===== src/rtl/dma_read_engine_pkg.sv =====
// Shared types and constants for the DMA read engine.
// Latency: none (declarations only).
// Backpressure: n/a.
//
// Contents: completion status codes, AXI burst/response encodings, the
// read-engine state enum, the command payload struct and a helper that
// folds two status codes together by severity.
package dma_read_engine_pkg;

  // Completion status posted back to the splitter
  localparam logic [1:0] STAT_OK     = 2'b00;
  localparam logic [1:0] STAT_SLVERR = 2'b01;
  localparam logic [1:0] STAT_BADCMD = 2'b10;
  localparam logic [1:0] STAT_DECERR = 2'b11;

  // AXI4 encodings
  localparam logic [1:0] BURST_INCR  = 2'b01;
  localparam logic [1:0] RESP_SLVERR = 2'b10;
  localparam logic [1:0] RESP_DECERR = 2'b11;

  // Widest address the command payload can carry
  localparam int CMD_ADDR_MAX_W = 64;

  typedef enum logic [1:0] {
    RD_IDLE,
    RD_ADDR,
    RD_DATA,
    RD_STAT
  } rd_state_t;

  // Command payload from the read-side splitter
  typedef struct packed {
    logic [CMD_ADDR_MAX_W-1:0] addr;
    logic [31:0]               num_bytes;
  } TransCmd_t;

  // Sticky severity merge: DECERR dominates SLVERR, which dominates OK.
  function automatic logic [1:0] stat_merge(input logic [1:0] a, input logic [1:0] b);
    if (a == STAT_DECERR || b == STAT_DECERR) return STAT_DECERR;
    if (a == STAT_SLVERR || b == STAT_SLVERR) return STAT_SLVERR;
    return STAT_OK;
  endfunction

endpackage


===== src/rtl/dma_keep_gen.sv =====
// Byte-enable mask for the final beat of a chunk.
// Latency: purely combinational.
// Backpressure: none.
//
// Ports:
//   i_rem  - chunk length modulo beat size (low address bits of NumBytes)
//   o_keep - low i_rem bytes set; all ones when i_rem is zero (full beat)
module dma_keep_gen #(
  parameter int BEAT_BYTES = 8,
  parameter int REM_W      = 3
) (
  input  logic [REM_W-1:0]      i_rem,
  output logic [BEAT_BYTES-1:0] o_keep
);

  always_comb begin
    o_keep = '0;
    for (int b = 0; b < BEAT_BYTES; b++) begin
      o_keep[b] = (i_rem == '0) || (REM_W'(b) < i_rem);
    end
  end

endmodule


===== src/rtl/dma_read_engine.sv =====
// One-command-at-a-time DMA read responder: command -> one AXI4 INCR burst -> byte-masked stream -> status.
// Latency: command accept to ARVALID 1 cycle; RDATA to DOutData 0 cycles (combinational pass-through).
// Backpressure: DOutReady drives RREADY directly; no new command until the status handshake completes.
//
// Ports:
//   ACLK, ARESET                       clock, synchronous active-high reset
//   CmdValid/CmdReady/CmdAddr/CmdNumBytes   chunk command from the splitter
//   StatValid/StatReady/StatCode       completion status to the splitter
//   AR*                                AXI4 read address channel (master side)
//   R*                                 AXI4 read data channel (master side)
//   DOut*                              data stream toward the write engine
module dma_read_engine
  import dma_read_engine_pkg::*;
#(
  parameter int DATA_W    = 64,
  parameter int ADDR_W    = 32,
  parameter int MAX_BEATS = 256
) (
  input  logic                ACLK,
  input  logic                ARESET,
  // command
  input  logic                CmdValid,
  output logic                CmdReady,
  input  logic [ADDR_W-1:0]   CmdAddr,
  input  logic [31:0]         CmdNumBytes,
  // status
  output logic                StatValid,
  input  logic                StatReady,
  output logic [1:0]          StatCode,
  // AXI read address
  output logic [ADDR_W-1:0]   ARADDR,
  output logic [7:0]          ARLEN,
  output logic [2:0]          ARSIZE,
  output logic [1:0]          ARBURST,
  output logic                ARVALID,
  input  logic                ARREADY,
  // AXI read data
  input  logic [DATA_W-1:0]   RDATA,
  input  logic [1:0]          RRESP,
  input  logic                RLAST,
  input  logic                RVALID,
  output logic                RREADY,
  // output stream
  output logic [DATA_W-1:0]   DOutData,
  output logic [DATA_W/8-1:0] DOutKeep,
  output logic                DOutLast,
  output logic                DOutValid,
  input  logic                DOutReady
);

  localparam int          BEAT_BYTES = DATA_W / 8;
  localparam int          BEAT_LSB   = $clog2(BEAT_BYTES);
  localparam logic [31:0] MAX_BYTES  = 32'(MAX_BEATS * BEAT_BYTES);

  // ---------------------------------------------------------------------------
  // State and datapath registers
  // ---------------------------------------------------------------------------
  rd_state_t             r_state;
  rd_state_t             w_state_nxt;
  logic                  r_arvalid;
  logic [ADDR_W-1:0]     r_araddr;
  logic [7:0]            r_arlen;
  logic [7:0]            r_cnt;       // beats remaining after the current one
  logic [1:0]            r_err;       // running severity for this burst
  logic [1:0]            r_stat;
  logic [BEAT_BYTES-1:0] r_keep_last;

  // ---------------------------------------------------------------------------
  // Command decode
  // ---------------------------------------------------------------------------
  TransCmd_t             w_cmd;
  logic                  w_cmd_fire;
  logic                  w_cmd_bad;
  logic [32:0]           w_beats;
  logic [7:0]            w_arlen_nxt;
  logic [BEAT_BYTES-1:0] w_keep_last;

  assign w_cmd.addr      = CMD_ADDR_MAX_W'(CmdAddr);
  assign w_cmd.num_bytes = CmdNumBytes;

  assign w_cmd_fire = (r_state == RD_IDLE) && CmdValid;

  // Range check happens on the full 32-bit length, so oversize commands are
  // rejected before ARLEN ever gets truncated to 8 bits.
  assign w_cmd_bad = (w_cmd.num_bytes == 32'd0)
                  || (w_cmd.num_bytes > MAX_BYTES)
                  || (w_cmd.addr[BEAT_LSB-1:0] != '0);

  // 33-bit sum so a near-max length cannot wrap before the shift
  assign w_beats     = ({1'b0, w_cmd.num_bytes} + 33'(BEAT_BYTES - 1)) >> BEAT_LSB;
  assign w_arlen_nxt = 8'(w_beats - 33'd1);

  dma_keep_gen #(
    .BEAT_BYTES (BEAT_BYTES),
    .REM_W      (BEAT_LSB)
  ) u_keep_gen (
    .i_rem  (w_cmd.num_bytes[BEAT_LSB-1:0]),
    .o_keep (w_keep_last)
  );

  // ---------------------------------------------------------------------------
  // Burst bookkeeping
  // ---------------------------------------------------------------------------
  logic       w_ar_fire;
  logic       w_beat_fire;
  logic       w_cnt_zero;
  logic [1:0] w_resp_sev;
  logic       w_rlast_bad;
  logic [1:0] w_err_nxt;

  assign w_ar_fire   = r_arvalid && ARREADY;
  assign w_beat_fire = (r_state == RD_DATA) && RVALID && DOutReady;
  assign w_cnt_zero  = (r_cnt == 8'd0);

  always_comb begin
    w_resp_sev = STAT_OK;
    case (RRESP)
      RESP_SLVERR: w_resp_sev = STAT_SLVERR;
      RESP_DECERR: w_resp_sev = STAT_DECERR;
      default:     w_resp_sev = STAT_OK;
    endcase
  end

  // The beat counter decides completion; a misplaced RLAST only taints status.
  assign w_rlast_bad = (RLAST != w_cnt_zero);
  assign w_err_nxt   = stat_merge(stat_merge(r_err, w_resp_sev),
                                  w_rlast_bad ? STAT_SLVERR : STAT_OK);

  // ---------------------------------------------------------------------------
  // FSM: state register
  // ---------------------------------------------------------------------------
  always_ff @(posedge ACLK) begin
    if (ARESET) begin
      r_state <= RD_IDLE;
    end else begin
      r_state <= w_state_nxt;
    end
  end

  // ---------------------------------------------------------------------------
  // FSM: next state and combinational outputs
  // ---------------------------------------------------------------------------
  always_comb begin
    w_state_nxt = r_state;
    CmdReady    = 1'b0;
    StatValid   = 1'b0;
    RREADY      = 1'b0;
    DOutValid   = 1'b0;
    DOutData    = '0;
    DOutKeep    = '0;
    DOutLast    = 1'b0;
    case (r_state)
      RD_IDLE: begin
        CmdReady = 1'b1;
        if (CmdValid) begin
          w_state_nxt = w_cmd_bad ? RD_STAT : RD_ADDR;
        end
      end
      RD_ADDR: begin
        if (w_ar_fire) begin
          w_state_nxt = RD_DATA;
        end
      end
      RD_DATA: begin
        DOutValid = RVALID;
        DOutData  = RDATA;
        RREADY    = DOutReady;
        DOutLast  = w_cnt_zero;
        DOutKeep  = w_cnt_zero ? r_keep_last : '1;
        if (w_beat_fire && w_cnt_zero) begin
          w_state_nxt = RD_STAT;
        end
      end
      RD_STAT: begin
        StatValid = 1'b1;
        // Going back to IDLE here means CmdReady only rises next cycle.
        if (StatReady) begin
          w_state_nxt = RD_IDLE;
        end
      end
      default: w_state_nxt = RD_IDLE;
    endcase
  end

  // ---------------------------------------------------------------------------
  // Datapath registers
  // ---------------------------------------------------------------------------
  always_ff @(posedge ACLK) begin
    if (ARESET) begin
      r_arvalid   <= 1'b0;
      r_araddr    <= '0;
      r_arlen     <= '0;
      r_cnt       <= '0;
      r_err       <= STAT_OK;
      r_stat      <= STAT_OK;
      r_keep_last <= '0;
    end else begin
      if (w_cmd_fire) begin
        if (w_cmd_bad) begin
          r_stat <= STAT_BADCMD;
        end else begin
          r_arvalid   <= 1'b1;
          r_araddr    <= ADDR_W'(w_cmd.addr);
          r_arlen     <= w_arlen_nxt;
          r_keep_last <= w_keep_last;
        end
      end
      if (w_ar_fire) begin
        r_arvalid <= 1'b0;
        r_cnt     <= r_arlen;
        r_err     <= STAT_OK;
      end
      if (w_beat_fire) begin
        r_cnt <= r_cnt - 8'd1;
        r_err <= w_err_nxt;
        if (w_cnt_zero) begin
          r_stat <= w_err_nxt;
        end
      end
    end
  end

  assign ARVALID  = r_arvalid;
  assign ARADDR   = r_araddr;
  assign ARLEN    = r_arlen;
  assign ARSIZE   = 3'(BEAT_LSB);
  assign ARBURST  = BURST_INCR;
  assign StatCode = r_stat;

endmodule

===== config.mk =====
export PLATFORM = sky130hd
export DESIGN_NAME = dma_read_engine
export DESIGN_NICKNAME = d
export VERILOG_FILES = /design/src/rtl/dma_read_engine_pkg.sv /design/src/rtl/dma_keep_gen.sv /design/src/rtl/dma_read_engine.sv
export SDC_FILE = /design/constraint.sdc
export NUM_CORES = 1
export LEC_CHECK = 0
export ABC_AREA = 1
export CAP_MARGIN = 0
export CORE_MARGIN = 2
export CORE_UTILIZATION = 33
export CTS_BUF_LIST = sky130_fd_sc_hd__clkbuf_8
export DETAILED_ROUTE_END_ITERATION = 7
export PLACE_DENSITY = 0.8
export SYNTH_ARGS = -nofsm -noshare
export SYNTH_HDL_FRONTEND = slang
export SYNTH_SLANG_ARGS = --single-unit

===== constraint.sdc =====
create_clock -name ACLK -period 1.66 [get_ports ACLK]
set_input_delay 0.332 -clock ACLK [delete_from_list [all_inputs] [get_ports ACLK]]
set_output_delay 0.332 -clock ACLK [all_outputs]
set_load 0.02 [all_outputs]

After elaboration in Yosys (flattened, before gate mapping)
Cells that the tools add are included.

Add/sub/neg operators: 3. Equal/unequal tests: 18. Mux-type cells: 38. $lt $le $gt $ge: 9. Bitwise operators: 1. Reductions and logical operators: 28.

Operators by type and width (count): two-way mux 64 bit (1); two-way mux 2 bit (19); > comparator 32 x 12 -> 1 bit (second input constant) (1); zero test 32 bit (1); two-way mux 8 bit (4); subtractor 8 x 1 -> 8 bit (second input constant) (2); equality test 2 bit (second input constant) (7); logical OR 1 bit (14); less-than comparator 3 bit (first input constant) (4); two-way mux 1 bit (12); adder 11 x 3 -> 11 bit (second input constant) (1); equality test 2 x 1 -> 1 bit (second input constant) (4); zero test 8 bit (1); case mux 2 bit (4 select lines) (1); less-than comparator 1 x 3 -> 1 bit (first input constant) (2); less-than comparator 2 x 3 -> 1 bit (first input constant) (2); inequality test 2 bit (second input constant) (3); logical AND 1 bit (5); case mux 2 bit (2 select lines) (1); AND reduction 4 bit (1); zero test 3 bit (1); nonzero test 3 bit (1); equality test 1 x 2 -> 1 bit (second input constant) (1); zero test 2 bit (1); 7 further kinds (7).

Logic and storage cells: 105. Input bits: 138. Register bits: 63. Output and inout port bits: 125.

Depth between registers and ports, before layout
Gate-level depths: netlist of the first run.

Depth in word-level cells: 16. Gate-level depth with buffers: 13. Gate-level depth less buffers: 12.

Modules after synthesis
Synthesis of the first run repeated with hierarchy kept, for this count alone.

Cells, all modules: 626. Area, all modules: 3754.9 sq um.

Modules (own cells, without submodules): dma_read_engine (times used 1, area an instance 3671.0 sq um, seq. area each 1261.2 sq um, cells each 607); dma_keep_gen (times used 1, area an instance 83.8 sq um, seq. area each 0.0 sq um, cells each 19).

Worst setup path after synthesis of the first run
OpenSTA, ideal clock, no wires.

Kind: register -> output. Start point: register r_state[0]. End point: output DOutData[13]. Slack: -0.054 ns. Required time: 1.328 ns. Buffers on the path: 2. Cell stages (with the launch flop): 7. Data arrival time: 1.382 ns. Cells stage by stage: dfxtp_1 inv_1 ha_1 clkbuf_1 clkbuf_1 nand2_1 inv_1.

Cells in the longest elaborated chain, start to end: 2.

Ends and longest elaborated chain: start, declared (line dma_read_engine.sv:58) `rd_state_t r_state;`; start signal, assigned (line dma_read_engine.sv:136) `r_state <= w_state_nxt;`; equality test 2 bit (line dma_read_engine.sv:152) `case (r_state)`; two-way mux 64 bit (line dma_read_engine.sv:152); end, declared (line dma_read_engine.sv:44) `output logic [DATA_W-1:0] DOutData,`.

Every way passes these cells.

Worst setup path in the final report of the first run
Start point: register r_cnt[1]. End point: output DOutKeep[6].

Cells in the longest elaborated chain, start to end: 3.

Ends and longest elaborated chain: start, declared (line dma_read_engine.sv:63) `logic [7:0] r_cnt;`; start signal, assigned (line dma_read_engine.sv:210) `r_cnt <= r_arlen;`; start signal, assigned (line dma_read_engine.sv:214) `r_cnt <= r_cnt - 8'd1;`; zero test 8 bit (line dma_read_engine.sv:113) `assign w_cnt_zero = (r_cnt == 8'd0);`; two-way mux 8 bit (line dma_read_engine.sv:169) `DOutKeep = w_cnt_zero ? r_keep_last : '1;`; two-way mux 8 bit (line dma_read_engine.sv:152); end, declared (line dma_read_engine.sv:45) `output logic [DATA_W/8-1:0] DOutKeep,`.

Every way passes these cells.

==> flow_metrics.py, run 1 <==
metrics = {
    "drt": {
        "totalWireLength_um": 21050,
        "drt_iter0_drc": 409,
        "wl_met1_um": 7357,
        "drtPass1Iterations": 7,
        "post-route-drc-count": 0,
        "wl_met2_um": 10320,
        "ant_nets": 0,
        "avgViaCountPerCell": 5.102,
        "vias": 5765,
        "top_layer": "met4",
        "wl_met3_um": 2167,
        "wire_per_inst_um": 18.62,
    },
    "sta": {
        "fmax_mhz": 486.5,
        "whs_ps": 453.8,
        "fin_crit_sh_pct": 123.8,
        "hold_violations": 0,
        "fin_worst_skew_ps": 8.459,
        "tightestPinTransition_ps": 696.4,
        "fin_crit_ps": 2056,
        "max-slew-margin-rel_pct": 53.08,
        "rsz0062_at_grt": "true",
        "drv_slew": 0,
        "fin_ws_ps": -395.6,
        "setup_viol": 80,
    },
    "cells_and_area": {
        "area_growth_syn_to_layout_pct": 133.4,
        "finalInstanceArea_um2": 8667,
        "multiInputGateArea_um2": 2524,
        "final_cells": 1130,
        "post_route_cells_drive_above_1_share_pct": 42.06,
        "fin_nets": 1128,
        "n_fill_cell": 597,
        "final-seq-area_um2": 1265,
    },
    "clock_network": {
        "htreeDepth": 3,
        "cts.sinks": 63,
        "clockBufferDepth": 2,
        "cts_hold_buf": 0,
        "clk_latency_ps": 350,
        "cts.clk_slew.worst_paths_ps": 70,
        "cts_root_buffer": "clkbuf_8",
        "cts_made_buffers": 9,
        "cts_tree": "done",
    },
    "floorplan": {
        "die_h_um": 110.1,
        "initial_utilization_pct": 34.11,
        "core-area_um2": 10890,
        "die_area_um2": 12120,
        "fp.dieW_um": 110.1,
        "rows": 38,
        "io_pins": 263,
    },
    "synthesis": {
        "ys.warnings.count": 0,
        "syn_inst": 623,
        "seq_area_frac_synth_pct": 33.96,
        "syn-cell-area_um2": 3714,
        "ys_ff_latch": 63,
        "yosysUniqueCellTypes": 36,
        "async_flop_share_pct": 0,
        "avgSynthCellArea_um2": 5.961,
        "synth_edf_count": 0,
        "ys_dominant_reg_cell": "dfxtp_1",
    },
    "status": {
        "violations": "setup timing",
        "run_status": "complete, but fails checks",
    },
    "grt": {
        "grt_max_degree": 39,
        "grt_pass1_wl_um": 26590,
        "antenna_found_initial": 0,
        "grtUsageTotal_pct": 28.56,
        "grt_overflow": 0,
        "grt_pass1_vias": 5352,
    },
    "worst_setup_path": {
        "critPathTopFamily": "simple AND/OR/NAND/NOR gates",
        "ff2ff_path_depth": 14,
        "cp.arrival_ps": 1720,
        "worstPathRequired_ps": 1330,
        "cp_slowest_stage_delay_ps": 330,
        "rr_endpoint": "r_state[1]$_SDFFE_PP0P_",
        "cp_max_fo": 5,
        "path_common_cell": "nor2_4",
        "crit_buf_inv": 3,
        "critPathKind": "register to output pin",
        "path_cells": "inv_2 > ha_4 > nand2_4 > nor2_4 > nand4_4 > buf_8 > nor2_4 > nor2_2 > buf_6",
        "r2r_slack_ps": -200,
        "rr_startpoint": "r_cnt[1]$_SDFFE_PP0P_",
        "start_kind": "register",
        "slowest_stage": "dfxtp_2",
        "end_kind": "output pin",
    },
    "worst_hold_path": {
        "hold_end": "ARADDR[1]$_SDFFE_PP0P_",
        "hold-path-cell-count": 2,
        "hold_start": "ARADDR[1]$_SDFFE_PP0P_",
        "hp-class": "register to register",
    },
    "run": {
        "drv_cap": 0,
    },
    "placement": {
        "dp.cells": 1060,
        "gp_congestion": 0.8652,
        "dpl.hpwl_um": 11150,
        "io_buffers": 257,
        "dpl_cell_area_um2": 6883,
    },
    "pwr": {
        "swShare_pct": 41.44,
        "leakage_nw": 5.002,
        "internal_power_mw": 5.329,
        "pwr-share-seq_pct": 17.8,
        "vdd_drop_max_mv": 0.8596,
        "power_frac_clock_pct": 16.6,
        "p_per_area_nw_per_um2": 1050,
        "p_sw_mw": 3.772,
        "combinationalPowerShare_pct": 65.6,
    },
}
==> power groups by stage <==
stage	Combinational, mW	Clock [mW]	Sequential [mW]
floorplan	1.63	0	1.66
global placement	3.38	0	1.63
detailed placement	3.42	0	1.64
CTS	4.94	1.52	1.62
global route	6.22	1.61	1.63
finish	5.97	1.51	1.62
==> worst max-delay path by stage <==
stage,startpoint,end,depth (start not counted)
6_report,r_cnt[1]$_SDFFE_PP0P_,DOutKeep[6],9
4_1_cts,r_cnt[1]$_SDFFE_PP0P_,DOutKeep[0],9
2_1_floorplan,r_state[0]$_SDFFE_PP0P_,DOutData[13],6
3_3_place_gp,r_cnt[0]$_SDFFE_PP0P_,DOutLast,7
3_5_place_dp,r_cnt[0]$_SDFFE_PP0P_,DOutKeep[0],8
5_1_grt,r_cnt[1]$_SDFFE_PP0P_,DOutKeep[6],9
==> cells in the final DEF (no fill, tap or decap), types with 10 or more instances in the layout <==
cell             netlist  layout
clkdlybuf4s50_1        0     120
buf_6                  1      94
nand2_1              162      91
nor2_1               106      76
buf_4                  6      76
inv_2                  4      64
dfxtp_1               63      60
nand2_4                0      50
inv_1                112      48
dlymetal6s2s_1         0      45
nor2_2                 3      27
nand3_1               30      26
o21ai_0               40      23
nand2_2                1      22
a21oi_1               28      20
o21ai_1                5      19
dlygate4sd2_1          0      15
buf_12                 0      10
==> state kept, by name, summed over array words and instances (netlist names) <==
register,count
ARADDR,32
ARLEN,8
r_cnt,8
r_keep_last,8
StatCode,2
r_err,2
r_state,2
ARVALID,1
==> layout make-up <==
type | instances | share of cell area, %
diodes | 1 | 0.02887
clock buffers | 9 | 1.429
clock inverters | 7 | 1.112
inverters | 118 | 5.255
multi-input cells | 414 | 29.12
flip-flops and latches | 63 | 14.60
well taps | 140 | 2.021
repair buffers | 378 | 46.44
==> through the flow <==
stage	power [mW]	utilization [%]	setup TNS [ps]	setup WS [ps]
final	9.101	79.60	-15900	-395.6
after CTS	8.078	73.71	-16420	-374.2
after floorplan	3.286	-	-2679	-53.58
after global placement	5.017	63.22	-37570	-473.2
after detailed placement	5.054	63.22	-40010	-507.8
after global routing	9.450	79.58	-19880	-435.9
==> worst min-delay path: cells and delay by family (launching register included) <==
family	cells	cell delay, ps
flip-flops	1	310
AND/OR/NAND/NOR	1	70
buffers and inverters	1	30
==> metal layers <==
layer | track usage, % | vias up
met1 | 31.40 | 2658
met4 | 13.83 | 0
met5 | 0 | -
met2 | 48.51 | 383
met3 | 10.52 | 114
li1 | - | 2610
==> kinds of logic (layout without fill, tap and decap cells) <==
logic type	after synthesis	in the layout	share of synthesized area [%]
buffers and inverters	149	512	16.17
muxes	1	1	0.2696
xor gates and xnor gates	1	1	0.2359
and+or+nand+nor	317	317	35.01
other	2	6	0.2022
adders and majority gates	6	6	2.022
AOI/OAI and AO/OA	84	84	12.13
DFF	63	63	33.96
==> cells in the mapped netlist, types with 2 or more instances <==
| cell type | count | area share (%) |
|---|---|---|
| a311oi_1 | 2 | 0.47 |
| o21ai_0 | 40 | 5.4 |
| clkbuf_1 | 15 | 1.5 |
| a21oi_1 | 28 | 3.8 |
| buf_2 | 9 | 1.2 |
| o21ai_1 | 5 | 0.67 |
| ha_1 | 6 | 2.0 |
| nor3_1 | 3 | 0.40 |
| nor2_1 | 106 | 11 |
| inv_1 | 112 | 11 |
| conb_1 | 2 | 0.20 |
| clkinv_1 | 2 | 0.20 |
| nand3b_1 | 2 | 0.40 |
| o211ai_1 | 2 | 0.40 |
| a31oi_1 | 2 | 0.34 |
| dfxtp_1 | 63 | 34 |
| nand2_1 | 162 | 16 |
| nor2_2 | 3 | 0.51 |
| buf_4 | 6 | 1.2 |
| inv_2 | 4 | 0.40 |
| nand3_1 | 30 | 4.0 |
| nand4_1 | 5 | 0.84 |
==> what timing repair did <==
| action | CTS | global route |
|---|---|---|
| pin swaps | 22 | 42 |
| setup endpoints to repair | 145 | 154 |
| gates cloned | 8 | 1 |
| resized for setup | 577 | 244 |
| setup buffers | 38 | 12 |
No activity file was read; power rests on OpenSTA's default activity.
==> run 2, diff against run 1 <==
Settings changed: CORE_ASPECT_RATIO set to 0.8.
==> flow_metrics.py, run 2 (synthesis gave the netlist of run 1 again) <==
metrics = {
    "status": {
        "run_status": "complete, but fails checks",
        "violations": "setup timing",
    },
    "sta": {
        "fin_worst_skew_ps": 15.04,
        "hold_violations": 0,
        "fmax_mhz": 493.1,
        "fin_crit_sh_pct": 122.2,
        "fin_tns_setup_ps": -16950,
        "rsz0062_at_grt": "true",
        "setup_viol": 107,
        "drv_slew": 0,
        "fin_crit_ps": 2028,
        "tightestPinTransition_ps": 886.9,
        "max-slew-margin-rel_pct": 40.48,
        "fin_ws_ps": -368.0,
    },
    "cells_and_area": {
        "n_fill_cell": 613,
        "most-common-layout-cells": "clkdlybuf4s50_1, buf_6, nor2_1",
        "multiInputGateArea_um2": 2809,
        "post_route_cells_drive_above_1_share_pct": 46.59,
        "fin_nets": 1122,
        "final_cells": 1132,
        "finalInstanceArea_um2": 9039,
        "largest_reg_flops": 32,
        "final_common_cell": "clkdlybuf4s50_1",
        "area_growth_syn_to_layout_pct": 143.4,
        "fin_util_pct": 82.67,
        "final-seq-area_um2": 1267,
    },
    "worst_setup_path": {
        "ff2ff_path_depth": 13,
        "slowest_stage": "dfxtp_2",
        "worstPathRequired_ps": 1330,
        "crit_buf_inv": 2,
        "path_cells": "inv_2 > ha_4 > nand2_4 > nor2_4 > nand4_4 > nor2_2 > nor2_1 > buf_4",
        "start_kind": "register",
        "end_kind": "output pin",
        "critPathKind": "register to output pin",
        "cp_slowest_stage_delay_ps": 330,
        "critPathTopFamily": "simple AND/OR/NAND/NOR gates",
        "cp.arrival_ps": 1700,
        "rr_startpoint": "r_cnt[1]$_SDFFE_PP0P_",
        "rr_endpoint": "r_state[1]$_SDFFE_PP0P_",
        "r2r_slack_ps": -160,
        "cp_max_fo": 8,
    },
    "pwr": {
        "p_per_area_nw_per_um2": 1016,
        "finalPower_mw": 9.181,
        "vdd_drop_max_mv": 0.6498,
        "leakage_nw": 5.108,
    },
    "drt": {
        "post-route-drc-count": 0,
        "totalWireLength_um": 21710,
        "vias": 5682,
        "ant_nets": 0,
        "top_layer": "met4",
        "wl_met2_um": 11200,
        "wl_met3_um": 2005,
        "avgViaCountPerCell": 5.019,
        "wire_per_inst_um": 19.18,
        "drt_iter0_drc": 309,
        "drtPass1Iterations": 5,
        "wl_met1_um": 7362,
    },
    "placement": {
        "io_buffers": 257,
        "gp_congestion": 0.9019,
        "dpl_cell_area_um2": 6885,
        "dp.cells": 1062,
        "dpl.hpwl_um": 11080,
    },
    "clock_network": {
        "cts_hold_buf": 0,
        "cts_made_buffers": 9,
        "clk_latency_ps": 360,
        "cts_root_buffer": "clkbuf_8",
        "cts.sinks": 63,
        "cts.clk_slew.worst_paths_ps": 90,
        "htreeDepth": 3,
        "clockBufferDepth": 2,
        "cts_tree": "done",
    },
    "grt": {
        "grt_overflow": 0,
        "grtUsageTotal_pct": 27.68,
        "grt_pass1_vias": 5138,
        "antenna_found_initial": 5,
        "grt_pass1_wl_um": 26100,
        "grt_max_degree": 47,
    },
    "worst_hold_path": {
        "hold-path-cell-count": 2,
        "hold_start": "ARADDR[0]$_SDFFE_PP0P_",
        "hold_end": "ARADDR[0]$_SDFFE_PP0P_",
        "hp-class": "register to register",
    },
    "floorplan": {
        "die_h_um": 98.88,
        "fp.dieW_um": 122.6,
        "core-area_um2": 10930,
        "io_pins": 263,
        "rows": 34,
        "initial_utilization_pct": 33.97,
        "die_area_um2": 12120,
    },
    "run": {
        "drv_cap": 0,
    },
}
-- run 2: worst min-delay path: stages (launching register included) --
cell and delay [ps]:
dfxtp_1 310, nand3_1 70, inv_1 40
-- run 2: what timing repair did --
| action | CTS | global route |
|---|---|---|
| hold endpoints to repair | 0 | 0 |
| buffers inserted | 25 | 16 |
| gates cloned | 13 | 1 |
| pin swaps | 45 | 59 |
| resized for setup | 549 | 336 |
| endpoints found under the setup margin | 144 | 165 |
-- run 2: metal layers --
layer  track usage, %  vias to the layer above
li1                 -                     2606
met1            29.15                     2652
met2            51.15                      335
met3            7.465                       89
met4            12.20                        0
met5                0                        -
-- run 2: power by group --
| part | total, mW | switching (mW) | internal [mW] | leakage, nW |
|---|---|---|---|---|
| clock network | 1.41 | 0.698 | 0.708 | 0.0965 |
| registers | 1.63 | 0.0513 | 1.58 | 0.510 |
| logic | 6.14 | 3.16 | 2.99 | 4.50 |
| total | 9.18 | 3.91 | 5.28 | 5.11 |
-- run 2: worst max path at each step --
stage | from | to | slack [ps] | depth (start not counted)
after detailed placement | CmdNumBytes[0] | ARLEN[7]$_SDFFE_PP0P_ | -520 | 14
after floorplan | r_state[0]$_SDFFE_PP0P_ | DOutData[13] | -50 | 6
final | r_cnt[1]$_SDFFE_PP0P_ | DOutKeep[3] | -370 | 8
after global routing | r_cnt[1]$_SDFFE_PP0P_ | DOutKeep[3] | -460 | 8
after global placement | r_cnt[1]$_SDFFE_PP0P_ | DOutKeep[7] | -450 | 8
after CTS | r_cnt[1]$_SDFFE_PP0P_ | DOutKeep[3] | -260 | 8
-- run 2: layout make-up --
class,count,area share (%)
repair buffers,372,45.36
multi-input cells,414,31.08
flip-flops and latches,63,14.02
inverters,118,5.149
well taps,144,1.993
clock buffers,9,1.370
clock inverters,7,0.8859
diodes,5,0.1384
-- run 2: per-stage QoR --
step                      hold slack [ps]  setup WS [ps]
after detailed placement            448.4         -516.6
after global routing                480.8         -455.8
after floorplan                     431.1         -53.58
after CTS                           461.7         -262.0
final                               456.9         -368.0
after global placement              442.4         -448.1
==> run 3, diff against run 2 <==
Settings changed: GPL_TIMING_DRIVEN set to 0.
==> flow_metrics.py, run 3 (synthesis gave the netlist of run 1 again) <==
metrics = {
    "worst_setup_path": {
        "crit_buf_inv": 2,
        "cp_slowest_stage_delay_ps": 320,
        "path_cells": "inv_2 > ha_4 > nand2_4 > nor2_4 > nand4_4 > nor2_1 > nor2_1 > buf_4",
        "critPathKind": "register to output pin",
        "slowest_stage": "dfxtp_2",
        "end_kind": "output pin",
        "path_common_cell": "nor2_1",
        "rr_startpoint": "r_cnt[0]$_SDFFE_PP0P_",
        "r2r_slack_ps": -160,
        "worstPathRequired_ps": 1330,
        "ff2ff_path_depth": 11,
        "start_kind": "register",
        "cp.arrival_ps": 1660,
        "cp_max_fo": 8,
        "rr_endpoint": "r_err[0]$_SDFFE_PP0P_",
        "critPathTopFamily": "simple AND/OR/NAND/NOR gates",
    },
    "placement": {
        "dp_slack_ps": -1082,
        "gp_congestion": 0.8669,
        "dpl.hpwl_um": 11200,
        "io_buffers": 256,
    },
    "drt": {
        "drt_iter0_drc": 253,
        "wire_per_inst_um": 14.93,
        "totalWireLength_um": 16170,
        "post-route-drc-count": 0,
        "vias": 5065,
        "avgViaCountPerCell": 4.677,
        "ant_nets": 0,
        "drtPass1Iterations": 5,
    },
    "worst_hold_path": {
        "hold_end": "r_cnt[0]$_SDFFE_PP0P_",
        "hp-class": "primary input to register",
        "hold-path-cell-count": 2,
        "hold_start": "ARESET",
    },
    "sta": {
        "fin_crit_sh_pct": 119.8,
        "whs_ps": 387.0,
        "max-slew-margin-rel_pct": 61.69,
        "hold_violations": 0,
        "fin_crit_ps": 1988,
        "fin_worst_skew_ps": 14.14,
        "fin_ws_ps": -328.1,
        "fin_tns_setup_ps": -13130,
        "fmax_mhz": 503.0,
        "tightestPinTransition_ps": 574.6,
        "rsz0062_at_grt": "true",
        "setup_viol": 77,
        "drv_slew": 0,
    },
    "clock_network": {
        "clk_latency_ps": 340,
        "clockBufferDepth": 2,
        "cts_tree": "done",
        "cts_hold_buf": 0,
        "htreeDepth": 3,
        "cts_root_buffer": "clkbuf_8",
        "cts.sinks": 63,
        "cts_made_buffers": 9,
        "cts.clk_slew.worst_paths_ps": 60,
    },
    "cells_and_area": {
        "multiInputGateArea_um2": 2197,
        "n_fill_cell": 889,
        "post_route_cells_drive_above_1_share_pct": 29.82,
        "fin_nets": 1079,
        "most-common-layout-cells": "nand2_1, clkdlybuf4s50_1, nor2_1",
        "final_common_cell": "nand2_1",
        "area_growth_syn_to_layout_pct": 107.0,
        "final-seq-area_um2": 1271,
        "largest_reg_flops": 32,
        "antenna_cells": 0,
    },
    "pwr": {
        "p_per_area_nw_per_um2": 953.7,
        "vdd_drop_max_mv": 0.6885,
        "leakage_nw": 4.171,
    },
    "floorplan": {
        "fp.dieW_um": 122.6,
        "rows": 34,
        "io_pins": 263,
        "die_area_um2": 12120,
        "core-area_um2": 10930,
        "initial_utilization_pct": 33.97,
        "die_h_um": 98.88,
    },
    "grt": {
        "grt_max_degree": 11,
        "grt_overflow": 0,
        "grt_pass1_wl_um": 22930,
        "grtUsageTotal_pct": 24.01,
        "grt_pass1_vias": 4492,
        "antenna_found_initial": 0,
    },
    "status": {
        "violations": "setup timing",
        "run_status": "complete, but fails checks",
    },
    "run": {
        "drv_cap": 0,
    },
}
==> run 3: through the flow <==
step	area [um^2]	utilization, %	total power [mW]	cells
final	7689	70.33	7.332	1083
after floorplan	3725	-	3.286	626
after CTS	7178	65.66	6.574	1070
after detailed placement	6467	59.16	4.775	1026
after global routing	7689	70.33	7.705	1083
after global placement	6467	59.16	4.744	1026
==> run 3: power breakdown <==
| group | switching, mW | internal (mW) | leakage, nW |
|---|---|---|---|
| registers | 0.0665 | 1.59 | 0.511 |
| logic | 2.23 | 2.10 | 3.56 |
| clock network | 0.590 | 0.759 | 0.103 |
==> run 3: cell type report <==
| class | instances | share of cell area, % |
|---|---|---|
| plain buffers | 31 | 4.622 |
| clock buffers | 11 | 1.969 |
| clock inverters | 4 | 0.6021 |
| inverters | 118 | 6.086 |
| multi-input cells | 414 | 28.58 |
| flip-flops and latches | 63 | 16.53 |
| well taps | 144 | 2.343 |
| repair buffers | 297 | 39.15 |
| repair inverters | 1 | 0.1139 |
==> run 3: repair_timing <==
| item | in CTS | in global routing |
|---|---|---|
| setup buffers | 21 | 9 |
| resized for setup | 541 | 173 |
| endpoints found under the setup margin | 141 | 144 |
| pin swaps | 46 | 34 |
| cloned | 8 | 5 |
| endpoints found under the hold margin | 0 | 0 |
==> run 3: routing by layer <==
metal / global-route usage, % / up-vias / share of wire, %
li1: - / 2523 / -
met1: 27.24 / 2314 / 38
met2: 44.96 / 206 / 53
met3: 6.944 / 22 / 8.2
met4: 3.802 / 0 / 1.3
met5: 0 / - / 0
==> run 3: worst max-delay path by stage <==
stage	start	endpoint	slack (ps)	depth (start not counted)
2_1_floorplan	r_state[0]$_SDFFE_PP0P_	DOutData[13]	-50	6
3_3_place_gp	r_state[0]$_SDFFE_PP0P_	DOutData[41]	-1040	7
3_5_place_dp	r_state[0]$_SDFFE_PP0P_	DOutData[41]	-1080	7
4_1_cts	r_cnt[1]$_SDFFE_PP0P_	DOutKeep[4]	-340	8
5_1_grt	r_cnt[0]$_SDFFE_PP0P_	DOutKeep[4]	-390	8
6_report	r_cnt[0]$_SDFFE_PP0P_	DOutKeep[5]	-330	8
